--- config.mk ---
export PLATFORM = sky130hd
export DESIGN_NAME = if_stage_flat
export DESIGN_NICKNAME = d
export VERILOG_FILES = /design/src/rtl/if_stage_if.sv /design/src/rtl/if_stage.sv /design/src/flat_wrapper.sv
export SDC_FILE = /design/constraint.sdc
export NUM_CORES = 1
export LEC_CHECK = 0
export BUFFER_PORTS_ARGS = -buffer_cell sky130_fd_sc_hd__clkbuf_2
export CORE_MARGIN = 1.5
export CORE_UTILIZATION = 57
export CTS_CLUSTER_SIZE = 12
export DETAILED_ROUTE_END_ITERATION = 16
export HOLD_SLACK_MARGIN = 0.02
export PLACE_DENSITY = 0.9
export SETUP_SLACK_MARGIN = 0.15
export SLEW_MARGIN = 15
export SYNTH_ARGS = -nofsm -noshare
export SYNTH_HDL_FRONTEND = slang
export SYNTH_SLANG_ARGS = --single-unit
--- constraint.sdc ---
create_clock -name clk -period 8.99 [get_ports clk]
set_input_delay 1.3485 -clock clk [delete_from_list [all_inputs] [get_ports clk]]
set_output_delay 1.3485 -clock clk [all_outputs]
set_load 0.005 [all_outputs]
--- src/rtl/if_stage_if.sv ---
// if_stage_if: fetch-stage buses (imem request/response, execute redirect, decode handoff)
interface if_stage_if;
  logic        imem_req_valid;
  logic        imem_req_ready;
  logic [63:0] imem_req_addr;
  logic        imem_rsp_valid;
  logic [31:0] imem_rsp_data;
  logic        redirect_valid;
  logic [63:0] redirect_pc;
  logic        id_valid;
  logic        id_ready;
  logic [31:0] inst;
  logic [63:0] inst_addr;
  modport master (
    output imem_req_valid, imem_req_addr, id_valid, inst, inst_addr,
    input  imem_req_ready, imem_rsp_valid, imem_rsp_data, redirect_valid, redirect_pc, id_ready
  );
  modport slave (
    input  imem_req_valid, imem_req_addr, id_valid, inst, inst_addr,
    output imem_req_ready, imem_rsp_valid, imem_rsp_data, redirect_valid, redirect_pc, id_ready
  );
endinterface

--- src/rtl/if_stage.sv ---
// if_stage: in-order instruction fetch with credit-limited requests, buffered responses and redirect flush
module if_stage #(
  parameter logic [63:0] RESET_PC = 64'h0000_0000_8000_0000,
  parameter int          DEPTH    = 2
) (
  input logic        clk,
  input logic        rst,
  if_stage_if.master bus
);
  localparam int AW = $clog2(DEPTH);
  localparam int W  = $clog2(DEPTH) + 1;
  localparam logic [1:0] IDLE  = 2'd0;
  localparam logic [1:0] RUN   = 2'd1;
  localparam logic [1:0] DRAIN = 2'd2;
  logic [1:0]    state, state_nxt;
  logic [63:0]   fetch_pc;
  logic [W-1:0]  outstanding, drop_cnt, fifo_count, drop_nxt;
  logic [W:0]    credit_sum;
  logic [AW-1:0] tag_wr, tag_rd, fifo_wr, fifo_rd;
  logic [63:0]   tag_q [DEPTH];
  logic [95:0]   fifo_q [DEPTH];
  logic          redir, accept, rsp_drop, rsp_keep, pop;
  assign redir      = bus.redirect_valid;
  assign credit_sum = (W+1)'(outstanding) + (W+1)'(drop_cnt) + (W+1)'(fifo_count);
  assign bus.imem_req_valid = (state != IDLE) & ~redir & (credit_sum < (W+1)'(DEPTH));
  // address is zeroed while no request is offered so every output reads 0 in reset/idle
  assign bus.imem_req_addr  = bus.imem_req_valid ? fetch_pc : '0;
  assign accept   = bus.imem_req_valid & bus.imem_req_ready;
  assign rsp_drop = bus.imem_rsp_valid & (drop_cnt != '0);
  assign rsp_keep = bus.imem_rsp_valid & (drop_cnt == '0);
  assign bus.id_valid = (fifo_count != '0) & ~redir;
  assign pop = bus.id_valid & bus.id_ready;
  assign {bus.inst_addr, bus.inst} = bus.id_valid ? fifo_q[fifo_rd] : '0;
  // a redirect converts every in-flight request into a pending discard; a response that same cycle retires one of them
  assign drop_nxt  = redir ? drop_cnt + outstanding - W'(bus.imem_rsp_valid) : drop_cnt - W'(rsp_drop);
  assign state_nxt = (state == IDLE) ? RUN : (drop_nxt != '0) ? DRAIN : RUN;
  // control state: pc, credit counters and queue pointers; redirect flushes everything and takes priority
  always_ff @(posedge clk or negedge rst) begin
    if (!rst) begin
      state       <= IDLE;
      fetch_pc    <= RESET_PC;
      outstanding <= '0;
      drop_cnt    <= '0;
      fifo_count  <= '0;
      tag_wr      <= '0;
      tag_rd      <= '0;
      fifo_wr     <= '0;
      fifo_rd     <= '0;
    end else begin
      state    <= state_nxt;
      drop_cnt <= drop_nxt;
      if (redir) begin
        fetch_pc    <= bus.redirect_pc & ~64'd3;
        outstanding <= '0;
        fifo_count  <= '0;
        tag_wr      <= '0;
        tag_rd      <= '0;
        fifo_wr     <= '0;
        fifo_rd     <= '0;
      end else begin
        outstanding <= outstanding + W'(accept) - W'(rsp_keep);
        fifo_count  <= fifo_count + W'(rsp_keep) - W'(pop);
        if (accept) begin
          fetch_pc <= fetch_pc + 64'd4;
          tag_wr   <= tag_wr + AW'(1);
        end
        if (rsp_keep) begin
          tag_rd  <= tag_rd + AW'(1);
          fifo_wr <= fifo_wr + AW'(1);
        end
        if (pop) fifo_rd <= fifo_rd + AW'(1);
      end
    end
  end
  // storage: request address tags and {pc, instruction} entries awaiting decode
  always_ff @(posedge clk) begin
    if (accept) tag_q[tag_wr] <= fetch_pc;
    if (rsp_keep & ~redir) fifo_q[fifo_wr] <= {tag_q[tag_rd], bus.imem_rsp_data};
  end
  rsp_without_request_a: assert property (@(posedge clk) disable iff (!rst)
    !(bus.imem_rsp_valid && outstanding == '0 && drop_cnt == '0));
endmodule
--- src/flat_wrapper.sv ---
// flat-port wrapper written by rule: the top's interface ports become plain ports
module if_stage_flat 
#(
  parameter logic [63:0] RESET_PC = 64'h0000_0000_8000_0000,
  parameter int          DEPTH    = 2
)
  (clk, rst, bus_imem_req_valid, bus_imem_req_addr, bus_id_valid, bus_inst, bus_inst_addr, bus_imem_req_ready, bus_imem_rsp_valid, bus_imem_rsp_data, bus_redirect_valid, bus_redirect_pc, bus_id_ready);
  if_stage_if bus_i ();
  input logic clk;
  input logic rst;
  output wire logic [$bits(bus_i.imem_req_valid)-1:0] bus_imem_req_valid;
  output wire logic [$bits(bus_i.imem_req_addr)-1:0] bus_imem_req_addr;
  output wire logic [$bits(bus_i.id_valid)-1:0] bus_id_valid;
  output wire logic [$bits(bus_i.inst)-1:0] bus_inst;
  output wire logic [$bits(bus_i.inst_addr)-1:0] bus_inst_addr;
  input wire logic [$bits(bus_i.imem_req_ready)-1:0] bus_imem_req_ready;
  input wire logic [$bits(bus_i.imem_rsp_valid)-1:0] bus_imem_rsp_valid;
  input wire logic [$bits(bus_i.imem_rsp_data)-1:0] bus_imem_rsp_data;
  input wire logic [$bits(bus_i.redirect_valid)-1:0] bus_redirect_valid;
  input wire logic [$bits(bus_i.redirect_pc)-1:0] bus_redirect_pc;
  input wire logic [$bits(bus_i.id_ready)-1:0] bus_id_ready;
  assign bus_imem_req_valid = bus_i.imem_req_valid;
  assign bus_imem_req_addr = bus_i.imem_req_addr;
  assign bus_id_valid = bus_i.id_valid;
  assign bus_inst = bus_i.inst;
  assign bus_inst_addr = bus_i.inst_addr;
  assign bus_i.imem_req_ready = bus_imem_req_ready;
  assign bus_i.imem_rsp_valid = bus_imem_rsp_valid;
  assign bus_i.imem_rsp_data = bus_imem_rsp_data;
  assign bus_i.redirect_valid = bus_redirect_valid;
  assign bus_i.redirect_pc = bus_redirect_pc;
  assign bus_i.id_ready = bus_id_ready;
  if_stage #(.RESET_PC(RESET_PC), .DEPTH(DEPTH)) u_core (.clk(clk), .rst(rst), .bus(bus_i));
endmodule
==> run metrics <==
most common cell after layout, fill and taps aside edfxtp_1; gr ovfl total 0; die footprint 0.0303 mm²; antenna violations before repair 0; Setup WS post-layout 4.16 ns; HPWL after DPL 27000 µm; fin nets 1591; clock sinks 386; vias in the first global route 11300; DRT Wirelength 41300 µm; Peak VDD IR 0.297 mV; Routed Antenna Nets 0; Worst Setup Slack post-DPL 4.45 ns; Root Buffer clkbuf_16; number of synthesized flops with an enable pin 312; Max transition margin 26.0%; Iteration-0 DRC Markers 1302; CP arrival 3.48 ns; ys async rst share 19.2%; Gate Count Post-Synth 1232; P&R area growth vs syn 16.6%; TritonCTS Buffers 39; hold_buf cts 0; total track usage 26.9%; sequential share of the synthesized area 67.2%; clock skew 0.0152 ns; Synth Flop Type edfxtp_1; endpoint class of the critical path output port; Pre-antenna DRT Iters 5; layout cell share with drive strength beyond 1 27.1%; Post-Syn Area per Cell 13.6 µm²; CTS tree built; Yosys cell types 61; initial core utilization 58.0%; H-Tree Depth 2; Lkg Pwr 0.00720 µW; first-pass GRT wire length 62400 µm; Max Clk Rate 0.207 GHz; hold crit path type flop to flop; post-cts gate resize count 0; core area 0.0288 mm²; most frequent cells in the layout edfxtp_1 (312), clkbuf_2 (256), nor2_1 (132); Final Hold Viols 0; final setup fails 0; Clock transition at path regs 0.06 ns; post-route setup TNS 0 ns; Core Util, Final 67.7%; Synth Warn # 0; minimum clock period 4.83 ns; Pins Over Slew Limit 0; PwrDens 271 mW/mm²; RSZ-0062 raised after global routing no; I/O Buffers 257; Clock Latency Late Sink 0.52 ns; Inserted Diodes 0; routed len/inst 21.8 µm; IO Count 264; Pwr Total 5280 µW; Rows 62; Vias 11300; DR vias/cell 5.97; largest net degree at the start of global routing 75; status completed; CTS Buffer Depth 3; postcts setup bufs 0; Die Wd 174 µm; Max FO, Critical Path 63; critical path class flop to output port; final cycle utilization of the critical path 53.7%; Worst setup SP type flop; mapped cell area 0.0167 mm²; die height 174 µm; max-cap violations 0; residual DRC count 0; number of synthesized register bits 386; Placer Congestion 0.946; worst-margin pin slew 1.11 ns; Critical Path RT 7.64 ns
-- power by group --
group | internal [µW] | switching, µW | total [µW] | leakage, µW
clock | 862 | 634 | 1500 | 0.000555
sequential | 2260 | 244 | 2500 | 0.00371
combinational | 540 | 741 | 1280 | 0.00293
-- cell usage after synthesis, types with 2 or more instances --
| library cell | instances | area share (%) |
|---|---|---|
| nand4_1 | 42 | 1.6 |
| a31oi_1 | 14 | 0.52 |
| edfxtp_1 | 312 | 56 |
| or3_2 | 3 | 0.13 |
| a21oi_1 | 9 | 0.27 |
| or2_2 | 2 | 0.075 |
| or3b_2 | 2 | 0.10 |
| ha_1 | 10 | 0.75 |
| xnor2_1 | 13 | 0.68 |
| clkbuf_1 | 43 | 0.97 |
| nor3_1 | 17 | 0.51 |
| or3_1 | 7 | 0.26 |
| nand3_1 | 41 | 1.2 |
| xor2_1 | 10 | 0.52 |
| o211ai_1 | 18 | 0.81 |
| o31ai_1 | 9 | 0.40 |
| o31a_1 | 4 | 0.21 |
| nor4_4 | 2 | 0.25 |
| nor2_1 | 133 | 3.0 |
| nand2_1 | 76 | 1.7 |
| dfrtp_1 | 73 | 11 |
| a21o_1 | 5 | 0.22 |
| or4_1 | 10 | 0.45 |
| buf_6 | 2 | 0.13 |
| nor4_1 | 18 | 0.67 |
| or4_4 | 2 | 0.13 |
| dlygate4sd3_1 | 2 | 0.12 |
| and2_1 | 62 | 2.3 |
| inv_1 | 27 | 0.61 |
| o21ai_0 | 29 | 0.87 |
| buf_1 | 14 | 0.31 |
| mux2i_1 | 99 | 5.9 |
| o311ai_0 | 8 | 0.42 |
| buf_2 | 3 | 0.090 |
| mux2_2 | 67 | 4.5 |
| a221o_1 | 2 | 0.12 |
| nor2b_1 | 5 | 0.19 |
| and3_1 | 7 | 0.26 |
| nand3_2 | 2 | 0.12 |
| buf_4 | 4 | 0.18 |
| and4_1 | 4 | 0.21 |
-- worst paths after layout --
check / start / cells after the start / endpoint / slack [ns]
setup reg to reg: u_core.fifo_count[1]$_DFF_PN0_ / 12 / u_core.fetch_pc[17]$_DFFE_PN0P_ / 4.70
min in group asynchronous: rst / 1 / u_core.fetch_pc[41]$_DFFE_PN0P_ / 0.99
setup / recovery: u_core.fifo_count[1]$_DFF_PN0_ / 8 / bus_imem_req_addr[33] / 4.16
hold / removal: u_core.fetch_pc[63]$_DFFE_PN0P_ / 0 / u_core.tag_q[0][63]$_DFFE_PP_ / 0.53
max in group asynchronous: rst / 1 / u_core.fifo_rd$_DFFE_PN0P_ / 7.27
hold reg to reg: u_core.fetch_pc[63]$_DFFE_PN0P_ / 0 / u_core.tag_q[0][63]$_DFFE_PP_ / 0.53
-- logic make-up (layout without fill, tap and decap cells) --
group	after synthesis	count (layout)	share of synthesized area [%]
simple gates	443	443	13.6
other cells	1	4	0.0225
buf+inv	97	369	2.46
flops	386	386	67.2
mux	166	166	10.5
xor+xnor	23	23	1.21
fa+ha+maj	11	11	0.869
compound gates	105	105	4.17
-- per-layer routing --
layer	part of all wire, %	GRT usage (%)
met5	0	0
met4	3.6	11.0
met3	8.0	4.81
met2	50	45.5
met1	39	34.5
-- cell type report --
type                       count  area (µm²)
sequential                   386       11200
inverter                      28         105
timing repair buffer         271        1390
clock inverter                 6        55.1
clock buffer                  64        1100
fill                        2019        9300
tap                          384         480
multi-input combinational    752        5120
-- critical path: stages (launching register included) --
cell	delay, ns
dfrtp_1	0.43
inv_1	0.09
fa_1	0.54
inv_1	0.04
ha_1	0.20
xor2_1	0.19
and3_2	0.95
and2_1	0.35
clkbuf_2	0.15
-- state kept, by name, indices dropped and copies added, names as in the netlist --
signal	flops
u_core.fifo_rd	1
u_core.state	2
u_core.fifo_q	188
u_core.fifo_wr	1
u_core.fifo_count	2
u_core.fetch_pc	62
u_core.tag_wr	1
u_core.tag_rd	1
u_core.tag_q	124
u_core.drop_cnt	2
u_core.outstanding	2
-- through the flow --
| step | hold slack, ns | area [µm²] | cells |
|---|---|---|---|
| detailed placement | 0.506 | 18300 | 1821 |
| floorplan | 0.437 | 16700 | 1235 |
| global placement | 0.497 | 18300 | 1821 |
| global route | 0.565 | 19500 | 1891 |
| CTS | 0.531 | 19500 | 1891 |
| finish | 0.533 | 19500 | 1891 |
(Power assumes the default switching activity.)
